<file path="src/rtl/riscv_pkg.sv">
// riscv_pkg: opcode/funct3 constants, bubble encoding and IF/ID register layout
package riscv_pkg;
  localparam int IF_ID_XLEN = 32;
  localparam logic [6:0] OP_BRANCH = 7'b1100011;
  localparam logic [6:0] OP_JAL    = 7'b1101111;
  localparam logic [6:0] OP_JALR   = 7'b1100111;
  localparam logic [6:0] OP_LUI    = 7'b0110111;
  localparam logic [6:0] OP_AUIPC  = 7'b0010111;
  localparam logic [6:0] OP_LOAD   = 7'b0000011;
  localparam logic [2:0] F3_BEQ  = 3'b000;
  localparam logic [2:0] F3_BNE  = 3'b001;
  localparam logic [2:0] F3_BLT  = 3'b100;
  localparam logic [2:0] F3_BGE  = 3'b101;
  localparam logic [2:0] F3_BLTU = 3'b110;
  localparam logic [2:0] F3_BGEU = 3'b111;
  localparam logic [31:0] NOP_INSTR = 32'h0000_0013;
  typedef struct packed {
    logic [IF_ID_XLEN-1:0] pc;
    logic [31:0]           instr;
    logic                  valid;
  } if_id_t;
endpackage

</file>
<file path="src/rtl/id_fetch_ctrl_if.sv">
// id_fetch_ctrl_if: IF/RF/EX/MEM-facing signal bundle of the decode-side fetch controller
interface id_fetch_ctrl_if #(parameter int XLEN = 32);
  logic [XLEN-1:0] IF_pc_i;
  logic [31:0]     IMEM_instr_i;
  logic [XLEN-1:0] RF_rs1_data_i;
  logic [XLEN-1:0] RF_rs2_data_i;
  logic [4:0]      RF_rs1_o;
  logic [4:0]      RF_rs2_o;
  logic            EX_reg_write_i;
  logic            EX_mem_read_i;
  logic [4:0]      EX_rd_i;
  logic            MEM_reg_write_i;
  logic            MEM_mem_read_i;
  logic [4:0]      MEM_rd_i;
  logic [XLEN-1:0] MEM_result_i;
  logic            ID_branch_en_o;
  logic [XLEN-1:0] ID_Branch_target_o;
  logic            ID_stall_o;
  logic [XLEN-1:0] ID_pc_o;
  logic [31:0]     ID_instr_o;
  logic            ID_valid_o;
  logic            ID_bubble_o;
  logic [31:0]     stall_cnt_o;
  logic [31:0]     flush_cnt_o;
  modport slave (
    input  IF_pc_i, IMEM_instr_i, RF_rs1_data_i, RF_rs2_data_i,
           EX_reg_write_i, EX_mem_read_i, EX_rd_i,
           MEM_reg_write_i, MEM_mem_read_i, MEM_rd_i, MEM_result_i,
    output RF_rs1_o, RF_rs2_o, ID_branch_en_o, ID_Branch_target_o, ID_stall_o,
           ID_pc_o, ID_instr_o, ID_valid_o, ID_bubble_o, stall_cnt_o, flush_cnt_o
  );
  modport master (
    output IF_pc_i, IMEM_instr_i, RF_rs1_data_i, RF_rs2_data_i,
           EX_reg_write_i, EX_mem_read_i, EX_rd_i,
           MEM_reg_write_i, MEM_mem_read_i, MEM_rd_i, MEM_result_i,
    input  RF_rs1_o, RF_rs2_o, ID_branch_en_o, ID_Branch_target_o, ID_stall_o,
           ID_pc_o, ID_instr_o, ID_valid_o, ID_bubble_o, stall_cnt_o, flush_cnt_o
  );
endinterface

</file>
<file path="src/rtl/branch_resolve.sv">
// branch_resolve: control-flow decode, branch compare and redirect target adder
module branch_resolve import riscv_pkg::*; #(
  parameter int XLEN = 32
) (
  input  logic [XLEN-1:0] pc,
  input  logic [31:0]     instr,
  input  logic [XLEN-1:0] rs1_val,
  input  logic [XLEN-1:0] rs2_val,
  output logic            is_branch,
  output logic            is_jal,
  output logic            is_jalr,
  output logic            taken,
  output logic [XLEN-1:0] target
);
  logic [2:0]      f3;
  logic            eq, lt, ltu, cond;
  logic [XLEN-1:0] imm_b, imm_j, imm_i;
  assign f3        = instr[14:12];
  assign is_branch = instr[6:0] == OP_BRANCH;
  assign is_jal    = instr[6:0] == OP_JAL;
  assign is_jalr   = instr[6:0] == OP_JALR;
  assign imm_b = {{(XLEN-13){instr[31]}}, instr[31], instr[7], instr[30:25], instr[11:8], 1'b0};
  assign imm_j = {{(XLEN-21){instr[31]}}, instr[31], instr[19:12], instr[20], instr[30:21], 1'b0};
  assign imm_i = {{(XLEN-12){instr[31]}}, instr[31:20]};
  assign eq  = rs1_val == rs2_val;
  assign lt  = $signed(rs1_val) < $signed(rs2_val);
  assign ltu = rs1_val < rs2_val;
  // funct3 010/011 are not branches and never redirect
  assign cond = (f3 == F3_BEQ)  ? eq  :
                (f3 == F3_BNE)  ? !eq :
                (f3 == F3_BLT)  ? lt  :
                (f3 == F3_BGE)  ? !lt :
                (f3 == F3_BLTU) ? ltu :
                (f3 == F3_BGEU) ? !ltu : 1'b0;
  assign taken  = is_jal || is_jalr || (is_branch && cond);
  assign target = is_jalr ? (rs1_val + imm_i) & ~XLEN'(1) : pc + (is_jal ? imm_j : imm_b);
endmodule

</file>
<file path="src/rtl/id_fetch_ctrl.sv">
// id_fetch_ctrl: IF/ID register, ID-stage branch resolution, RAW stall and flush control
module id_fetch_ctrl import riscv_pkg::*; #(
  parameter int          XLEN      = 32,
  parameter logic [31:0] NOP_INSTR = riscv_pkg::NOP_INSTR
) (
  input logic           clk_i,
  input logic           rst_i,
  id_fetch_ctrl_if.slave bus
);
  typedef enum logic {RUN, FLUSH} state_t;
  state_t          state, state_nxt;
  if_id_t          r;
  logic [6:0]      op;
  logic [4:0]      rs1, rs2;
  logic [XLEN-1:0] rs1_val, rs2_val, target;
  logic            valid, is_branch, is_jal, is_jalr, taken;
  logic            use1, use2, ex_hit, mem_hit, hazard, branch_en, flush;
  logic [31:0]     stall_cnt, flush_cnt;
  assign op    = r.instr[6:0];
  assign rs1   = r.instr[19:15];
  assign rs2   = r.instr[24:20];
  assign valid = r.valid && state == RUN;
  // only forward ALU results from MEM; a load's data is not available yet
  assign rs1_val = (rs1 == '0) ? '0 :
                   (bus.MEM_reg_write_i && !bus.MEM_mem_read_i && bus.MEM_rd_i == rs1) ? bus.MEM_result_i :
                   bus.RF_rs1_data_i;
  assign rs2_val = (rs2 == '0) ? '0 :
                   (bus.MEM_reg_write_i && !bus.MEM_mem_read_i && bus.MEM_rd_i == rs2) ? bus.MEM_result_i :
                   bus.RF_rs2_data_i;
  branch_resolve #(.XLEN(XLEN)) u_br (
    .pc(r.pc), .instr(r.instr), .rs1_val(rs1_val), .rs2_val(rs2_val),
    .is_branch(is_branch), .is_jal(is_jal), .is_jalr(is_jalr), .taken(taken), .target(target)
  );
  assign use1    = !(is_jal || op == OP_LUI || op == OP_AUIPC);
  assign use2    = use1 && !is_jalr;
  assign ex_hit  = bus.EX_rd_i != '0 && ((use1 && bus.EX_rd_i == rs1) || (use2 && bus.EX_rd_i == rs2));
  assign mem_hit = bus.MEM_rd_i != '0 && ((use1 && bus.MEM_rd_i == rs1) || (use2 && bus.MEM_rd_i == rs2));
  // branches compare in ID, so they also wait on ALU results in EX and loads in MEM
  assign hazard = valid && ((bus.EX_mem_read_i && ex_hit) ||
                  ((is_branch || is_jalr) && ((bus.EX_reg_write_i && ex_hit) || (bus.MEM_mem_read_i && mem_hit))));
  assign branch_en = valid && !hazard && taken;
  // next state: one FLUSH cycle squashes the wrong-path fetch after a redirect
  always_comb begin
    state_nxt = RUN;
    flush     = 1'b0;
    if (state == RUN && branch_en) begin
      state_nxt = FLUSH;
      flush     = 1'b1;
    end
  end
  // state register
  always_ff @(posedge clk_i or negedge rst_i)
    if (!rst_i) state <= RUN;
    else state <= state_nxt;
  // IF/ID register and performance counters
  always_ff @(posedge clk_i or negedge rst_i)
    if (!rst_i) begin
      r         <= '{pc: '0, instr: NOP_INSTR, valid: 1'b0};
      stall_cnt <= '0;
      flush_cnt <= '0;
    end else begin
      if (flush) r <= '{pc: '0, instr: NOP_INSTR, valid: 1'b0};
      else if (!hazard) r <= '{pc: bus.IF_pc_i, instr: bus.IMEM_instr_i, valid: 1'b1};
      stall_cnt <= stall_cnt + 32'(hazard);
      flush_cnt <= flush_cnt + 32'(branch_en);
    end
  assign bus.RF_rs1_o           = rs1;
  assign bus.RF_rs2_o           = rs2;
  assign bus.ID_branch_en_o     = branch_en;
  assign bus.ID_Branch_target_o = branch_en ? target : '0;
  assign bus.ID_stall_o         = hazard;
  assign bus.ID_pc_o            = r.pc;
  assign bus.ID_instr_o         = r.instr;
  assign bus.ID_valid_o         = valid;
  assign bus.ID_bubble_o        = hazard || !valid;
  assign bus.stall_cnt_o        = stall_cnt;
  assign bus.flush_cnt_o        = flush_cnt;
endmodule
</file>
<file path="src/flat_wrapper.sv">
// flat-port wrapper written by rule: the top's interface ports become plain ports
module id_fetch_ctrl_flat import riscv_pkg::*;
#(
  parameter int          XLEN      = 32,
  parameter logic [31:0] NOP_INSTR = riscv_pkg::NOP_INSTR
)
  (clk_i, rst_i, bus_IF_pc_i, bus_IMEM_instr_i, bus_RF_rs1_data_i, bus_RF_rs2_data_i, bus_EX_reg_write_i, bus_EX_mem_read_i, bus_EX_rd_i, bus_MEM_reg_write_i, bus_MEM_mem_read_i, bus_MEM_rd_i, bus_MEM_result_i, bus_RF_rs1_o, bus_RF_rs2_o, bus_ID_branch_en_o, bus_ID_Branch_target_o, bus_ID_stall_o, bus_ID_pc_o, bus_ID_instr_o, bus_ID_valid_o, bus_ID_bubble_o, bus_stall_cnt_o, bus_flush_cnt_o);
  id_fetch_ctrl_if #(.XLEN(XLEN)) bus_i ();
  input logic clk_i;
  input logic rst_i;
  input wire logic [$bits(bus_i.IF_pc_i)-1:0] bus_IF_pc_i;
  input wire logic [$bits(bus_i.IMEM_instr_i)-1:0] bus_IMEM_instr_i;
  input wire logic [$bits(bus_i.RF_rs1_data_i)-1:0] bus_RF_rs1_data_i;
  input wire logic [$bits(bus_i.RF_rs2_data_i)-1:0] bus_RF_rs2_data_i;
  input wire logic [$bits(bus_i.EX_reg_write_i)-1:0] bus_EX_reg_write_i;
  input wire logic [$bits(bus_i.EX_mem_read_i)-1:0] bus_EX_mem_read_i;
  input wire logic [$bits(bus_i.EX_rd_i)-1:0] bus_EX_rd_i;
  input wire logic [$bits(bus_i.MEM_reg_write_i)-1:0] bus_MEM_reg_write_i;
  input wire logic [$bits(bus_i.MEM_mem_read_i)-1:0] bus_MEM_mem_read_i;
  input wire logic [$bits(bus_i.MEM_rd_i)-1:0] bus_MEM_rd_i;
  input wire logic [$bits(bus_i.MEM_result_i)-1:0] bus_MEM_result_i;
  output wire logic [$bits(bus_i.RF_rs1_o)-1:0] bus_RF_rs1_o;
  output wire logic [$bits(bus_i.RF_rs2_o)-1:0] bus_RF_rs2_o;
  output wire logic [$bits(bus_i.ID_branch_en_o)-1:0] bus_ID_branch_en_o;
  output wire logic [$bits(bus_i.ID_Branch_target_o)-1:0] bus_ID_Branch_target_o;
  output wire logic [$bits(bus_i.ID_stall_o)-1:0] bus_ID_stall_o;
  output wire logic [$bits(bus_i.ID_pc_o)-1:0] bus_ID_pc_o;
  output wire logic [$bits(bus_i.ID_instr_o)-1:0] bus_ID_instr_o;
  output wire logic [$bits(bus_i.ID_valid_o)-1:0] bus_ID_valid_o;
  output wire logic [$bits(bus_i.ID_bubble_o)-1:0] bus_ID_bubble_o;
  output wire logic [$bits(bus_i.stall_cnt_o)-1:0] bus_stall_cnt_o;
  output wire logic [$bits(bus_i.flush_cnt_o)-1:0] bus_flush_cnt_o;
  assign bus_i.IF_pc_i = bus_IF_pc_i;
  assign bus_i.IMEM_instr_i = bus_IMEM_instr_i;
  assign bus_i.RF_rs1_data_i = bus_RF_rs1_data_i;
  assign bus_i.RF_rs2_data_i = bus_RF_rs2_data_i;
  assign bus_i.EX_reg_write_i = bus_EX_reg_write_i;
  assign bus_i.EX_mem_read_i = bus_EX_mem_read_i;
  assign bus_i.EX_rd_i = bus_EX_rd_i;
  assign bus_i.MEM_reg_write_i = bus_MEM_reg_write_i;
  assign bus_i.MEM_mem_read_i = bus_MEM_mem_read_i;
  assign bus_i.MEM_rd_i = bus_MEM_rd_i;
  assign bus_i.MEM_result_i = bus_MEM_result_i;
  assign bus_RF_rs1_o = bus_i.RF_rs1_o;
  assign bus_RF_rs2_o = bus_i.RF_rs2_o;
  assign bus_ID_branch_en_o = bus_i.ID_branch_en_o;
  assign bus_ID_Branch_target_o = bus_i.ID_Branch_target_o;
  assign bus_ID_stall_o = bus_i.ID_stall_o;
  assign bus_ID_pc_o = bus_i.ID_pc_o;
  assign bus_ID_instr_o = bus_i.ID_instr_o;
  assign bus_ID_valid_o = bus_i.ID_valid_o;
  assign bus_ID_bubble_o = bus_i.ID_bubble_o;
  assign bus_stall_cnt_o = bus_i.stall_cnt_o;
  assign bus_flush_cnt_o = bus_i.flush_cnt_o;
  id_fetch_ctrl #(.XLEN(XLEN), .NOP_INSTR(NOP_INSTR)) u_core (.clk_i(clk_i), .rst_i(rst_i), .bus(bus_i));
endmodule
</file>
<file path="config.mk">
export PLATFORM = sky130hd
export DESIGN_NAME = id_fetch_ctrl_flat
export DESIGN_NICKNAME = d
export VERILOG_FILES = /design/src/rtl/riscv_pkg.sv /design/src/rtl/id_fetch_ctrl_if.sv /design/src/rtl/branch_resolve.sv /design/src/rtl/id_fetch_ctrl.sv /design/src/flat_wrapper.sv
export SDC_FILE = /design/constraint.sdc
export NUM_CORES = 1
export LEC_CHECK = 0
export BUFFER_PORTS_ARGS = -buffer_cell sky130_fd_sc_hd__clkbuf_2
export CORE_MARGIN = 2
export CORE_UTILIZATION = 45
export DETAILED_ROUTE_END_ITERATION = 10
export HOLD_SLACK_MARGIN = 0.03
export PLACE_DENSITY = 0.78
export REMOVE_ABC_BUFFERS = 1
export SLEW_MARGIN = 20
export SYNTH_ARGS = -nofsm -noshare
export SYNTH_HDL_FRONTEND = slang
export SYNTH_HIERARCHICAL = 1
export SYNTH_SLANG_ARGS = --single-unit
</file>
<file path="constraint.sdc">
create_clock -name clk_i -period 7.81 [get_ports clk_i]
set_input_delay 0.781 -clock clk_i [delete_from_list [all_inputs] [get_ports clk_i]]
set_output_delay 0.781 -clock clk_i [all_outputs]
set_load 0.01 [all_outputs]
</file>
==> flow_metrics.py <==
metrics = {
    "clocking": {
        "cts.sinks": 130,
        "root_buffer": "clkbuf_16",
        "numCtsBuffers": 17,
        "cts_hold_buf": 0,
        "post_cts_resized": 0,
        "clockBufferDepth": 2,
        "h-tree-depth": 4,
        "postCtsSetupBuffers": 0,
        "clkTransAtPathRegs_ns": 0.06,
        "cts_tree": "built",
        "clkLatencyLatePin_ns": 0.42,
    },
    "power": {
        "switching_power_uw": 871,
        "combPwrFrac_pct": 35.7,
        "swShare_pct": 36.0,
        "power_frac_clock_pct": 31.9,
        "p_seq_share_pct": 32.4,
        "power.density_nw_per_um2": 179,
        "internal-power_uw": 1550,
        "cellLeakagePower_uw": 0.00738,
        "power_uw": 2420,
        "ir_drop_mv": 0.141,
    },
    "critical_path": {
        "start_kind": "register",
        "cpPeakStageDelay_ns": 0.62,
        "cp_slowest_cell": "dfrtp_1",
        "critPathTopFamily": "compound AO/OA/AOI/OAI gates",
        "cp.required_ns": 7.03,
        "cp_max_fo": 32,
        "worstSetupEndpointType": "output pin",
        "critPathKind": "reg -> out",
        "crit_chain": "xnor2_1 -> nand3_1 -> nor3_1 -> nand2_2 -> buf_4 -> mux2i_1 -> nor2_1 -> ha_1 -> a21oi_1 -> a21boi_1 -> o211ai_2 -> a211oi_1 -> o41ai_2 -> o31ai_2 -> a2111oi_2 -> nor2_1 -> a211oi_1 -> xor2_1 -> a21oi_1 -> and2_1 -> clkbuf_2",
        "critPathBufInv": 2,
        "worst_ep_arrival_time_ns": 5.81,
    },
    "layout": {
        "final_cell_area_um2": 13500,
        "drive_above_1_share_pct": 25.6,
        "syn2layout_area_growth_pct": 17.6,
        "nets": 1889,
    },
    "die": {
        "io_pins": 350,
        "dieArea_um2": 26800,
        "rows": 58,
        "coreArea_um2": 25100,
        "start_util_pct": 45.7,
        "die_w_um": 164,
        "chipHeight_um": 164,
    },
    "timing": {
        "slew_headroom_pct": 27.2,
        "max_freq_mhz": 152,
        "worst_slack_ns": 1.22,
        "hold_viol": 0,
        "worstMarginPinSlew_ns": 1.08,
        "setup_viol": 0,
        "tns_ns": 0,
        "period_minus_slack_ns": 6.59,
        "clock_skew_ns": 0.0126,
        "finalCritPeriodShare_pct": 84.4,
        "drv_slew": 0,
        "rsz0062_at_grt": "false",
    },
    "placed_design": {
        "finalWeightedCongestion": 0.939,
        "placed_cell_area_um2": 12900,
        "place_hpwl_mm": 27.6,
        "place_ws_ns": 1.24,
        "port_buffers": 349,
    },
    "synth": {
        "synth_seq_cells": 130,
        "dominantRegCellSynth": "dfrtp_1",
        "avgSynthCellArea_um2": 8.47,
        "synth_top_area_cell": "dfrtp_1",
        "ys_warn_count": 6,
        "yosysTopAreaCellShare_pct": 27.7,
        "synth_edf_count": 0,
        "synthArstFlopShare_pct": 100,
        "ys_top_cells_by_area": "dfrtp_1, ha_1, xnor2_1",
        "yosys.cell_types.count": 74,
        "synth-seq-area-share_pct": 28.4,
        "syn-cell-area_um2": 11500,
        "syn_inst": 1356,
    },
    "drt": {
        "drc_errors": 0,
        "vias": 10900,
        "drt-initial-drc-count": 578,
        "wl_per_cell_um": 18.2,
        "ant_nets": 0,
        "avgViaCountPerCell": 5.57,
        "dr.pass1.iters": 6,
        "drt-total-wl_mm": 35.6,
    },
    "grt": {
        "grt_pass1_vias": 10600,
        "grt_pass1_wl_mm": 54.5,
        "grt_overflow_total": 0,
        "track_usage_pct": 25.8,
        "grt_antenna_before_repair": 0,
        "grt_start_max_net_pins": 78,
    },
    "worst_hold_path": {
        "min_path_type": "in -> async",
    },
    "flow_run": {
        "max_cap_viol_count": 0,
    },
    "status": {
        "status": "finished, final reports clean",
    },
}
## registers in the layout, indices dropped and copies added (netlist names)
name,flops
u_core/bus.ID_instr_o,32
u_core/bus.ID_pc_o,32
u_core/bus.flush_cnt_o,32
u_core/bus.stall_cnt_o,32
u_core/r,1
u_core/state,1
## layout make-up
type	count	area, µm²
fill	2354	11600
multi-input combinational	1044	7190
sequential	130	3260
timing repair buffer	363	1860
clock buffer	19	453
tap	330	413
inverter	59	221
clock inverter	12	109
antenna	1	2.50
## final timing paths
kind                                               to  slack [ns]  cells past startpoint                  startpoint
max                        bus_ID_Branch_target_o[27]        1.22                     21   u_core/bus.ID_instr_o[15]
min                         u_core/bus.stall_cnt_o[5]        0.32                      1                       rst_i
max reg2reg                u_core/bus.flush_cnt_o[31]        1.42                     24   u_core/bus.ID_instr_o[15]
min reg2reg                u_core/bus.flush_cnt_o[31]        0.48                      1  u_core/bus.flush_cnt_o[31]
max in group asynchronous      u_core/bus.ID_pc_o[24]        6.11                      2                       rst_i
min in group clk_i         u_core/bus.flush_cnt_o[31]        0.48                      1  u_core/bus.flush_cnt_o[31]
## placed cells by master, fill, tap and decap left out, types with 45 or more instances in the layout
| cell | instances |
|---|---|
| dfrtp_1 | 127 |
| nor2_1 | 96 |
| clkbuf_2 | 348 |
| nand2_1 | 164 |
| a22o_1 | 61 |
| a21oi_1 | 99 |
| inv_1 | 58 |
| xor2_1 | 45 |
| xnor2_1 | 88 |
| ha_1 | 96 |
## cells in the mapped netlist, drive strengths merged (10+ instances only)
cell    count
o21a       10
clkbuf     29
dfrtp     127
ha         96
o21ai      45
nor2       98
and3       16
a21oi      99
nand3      43
nor3       20
and2       38
a21o       43
nand2     165
inv        59
buf        94
nor2b      10
a22o       61
mux2i      35
nand4      22
xnor2      88
xor2       45
## power groups by stage
stage          combinational (µW)  sequential, µW  clock [µW]
5_1_grt                       957             789         817
6_report                      864             784         771
2_1_floorplan                 552             799           0
3_3_place_gp                  833             795           0
3_5_place_dp                  852             796           0
4_1_cts                       857             784         785
## per-layer routing
layer / vias up / track usage [%] / share of wire [%]
met5: - / 0 / 0
met4: 0 / 7.74 / 2.2
met3: 51 / 5.48 / 7.4
met2: 433 / 45.3 / 48
met1: 5178 / 31.6 / 42
li1: 5235 / - / -
## kinds of logic after synthesis
logic type                 synth area share, %
DFF                                       28.4
muxes                                     3.05
and+or+nand+nor                           18.7
buffers and inverters                     9.15
AOI/OAI and AO/OA                         19.8
adders and majority gates                 10.8
xor gates and xnor gates                  10.1
## through the flow
step           hold slack (ns)  cells  util [%]
6_report                 0.320   1958      53.8
5_1_grt                  0.359   1957      53.8
4_1_cts                  0.332   1957      53.8
3_5_place_dp             0.474   1926      51.5
3_3_place_gp             0.467   1926      51.5
2_1_floorplan            0.485   1233         -
No activity file was read; power rests on OpenSTA's default activity.
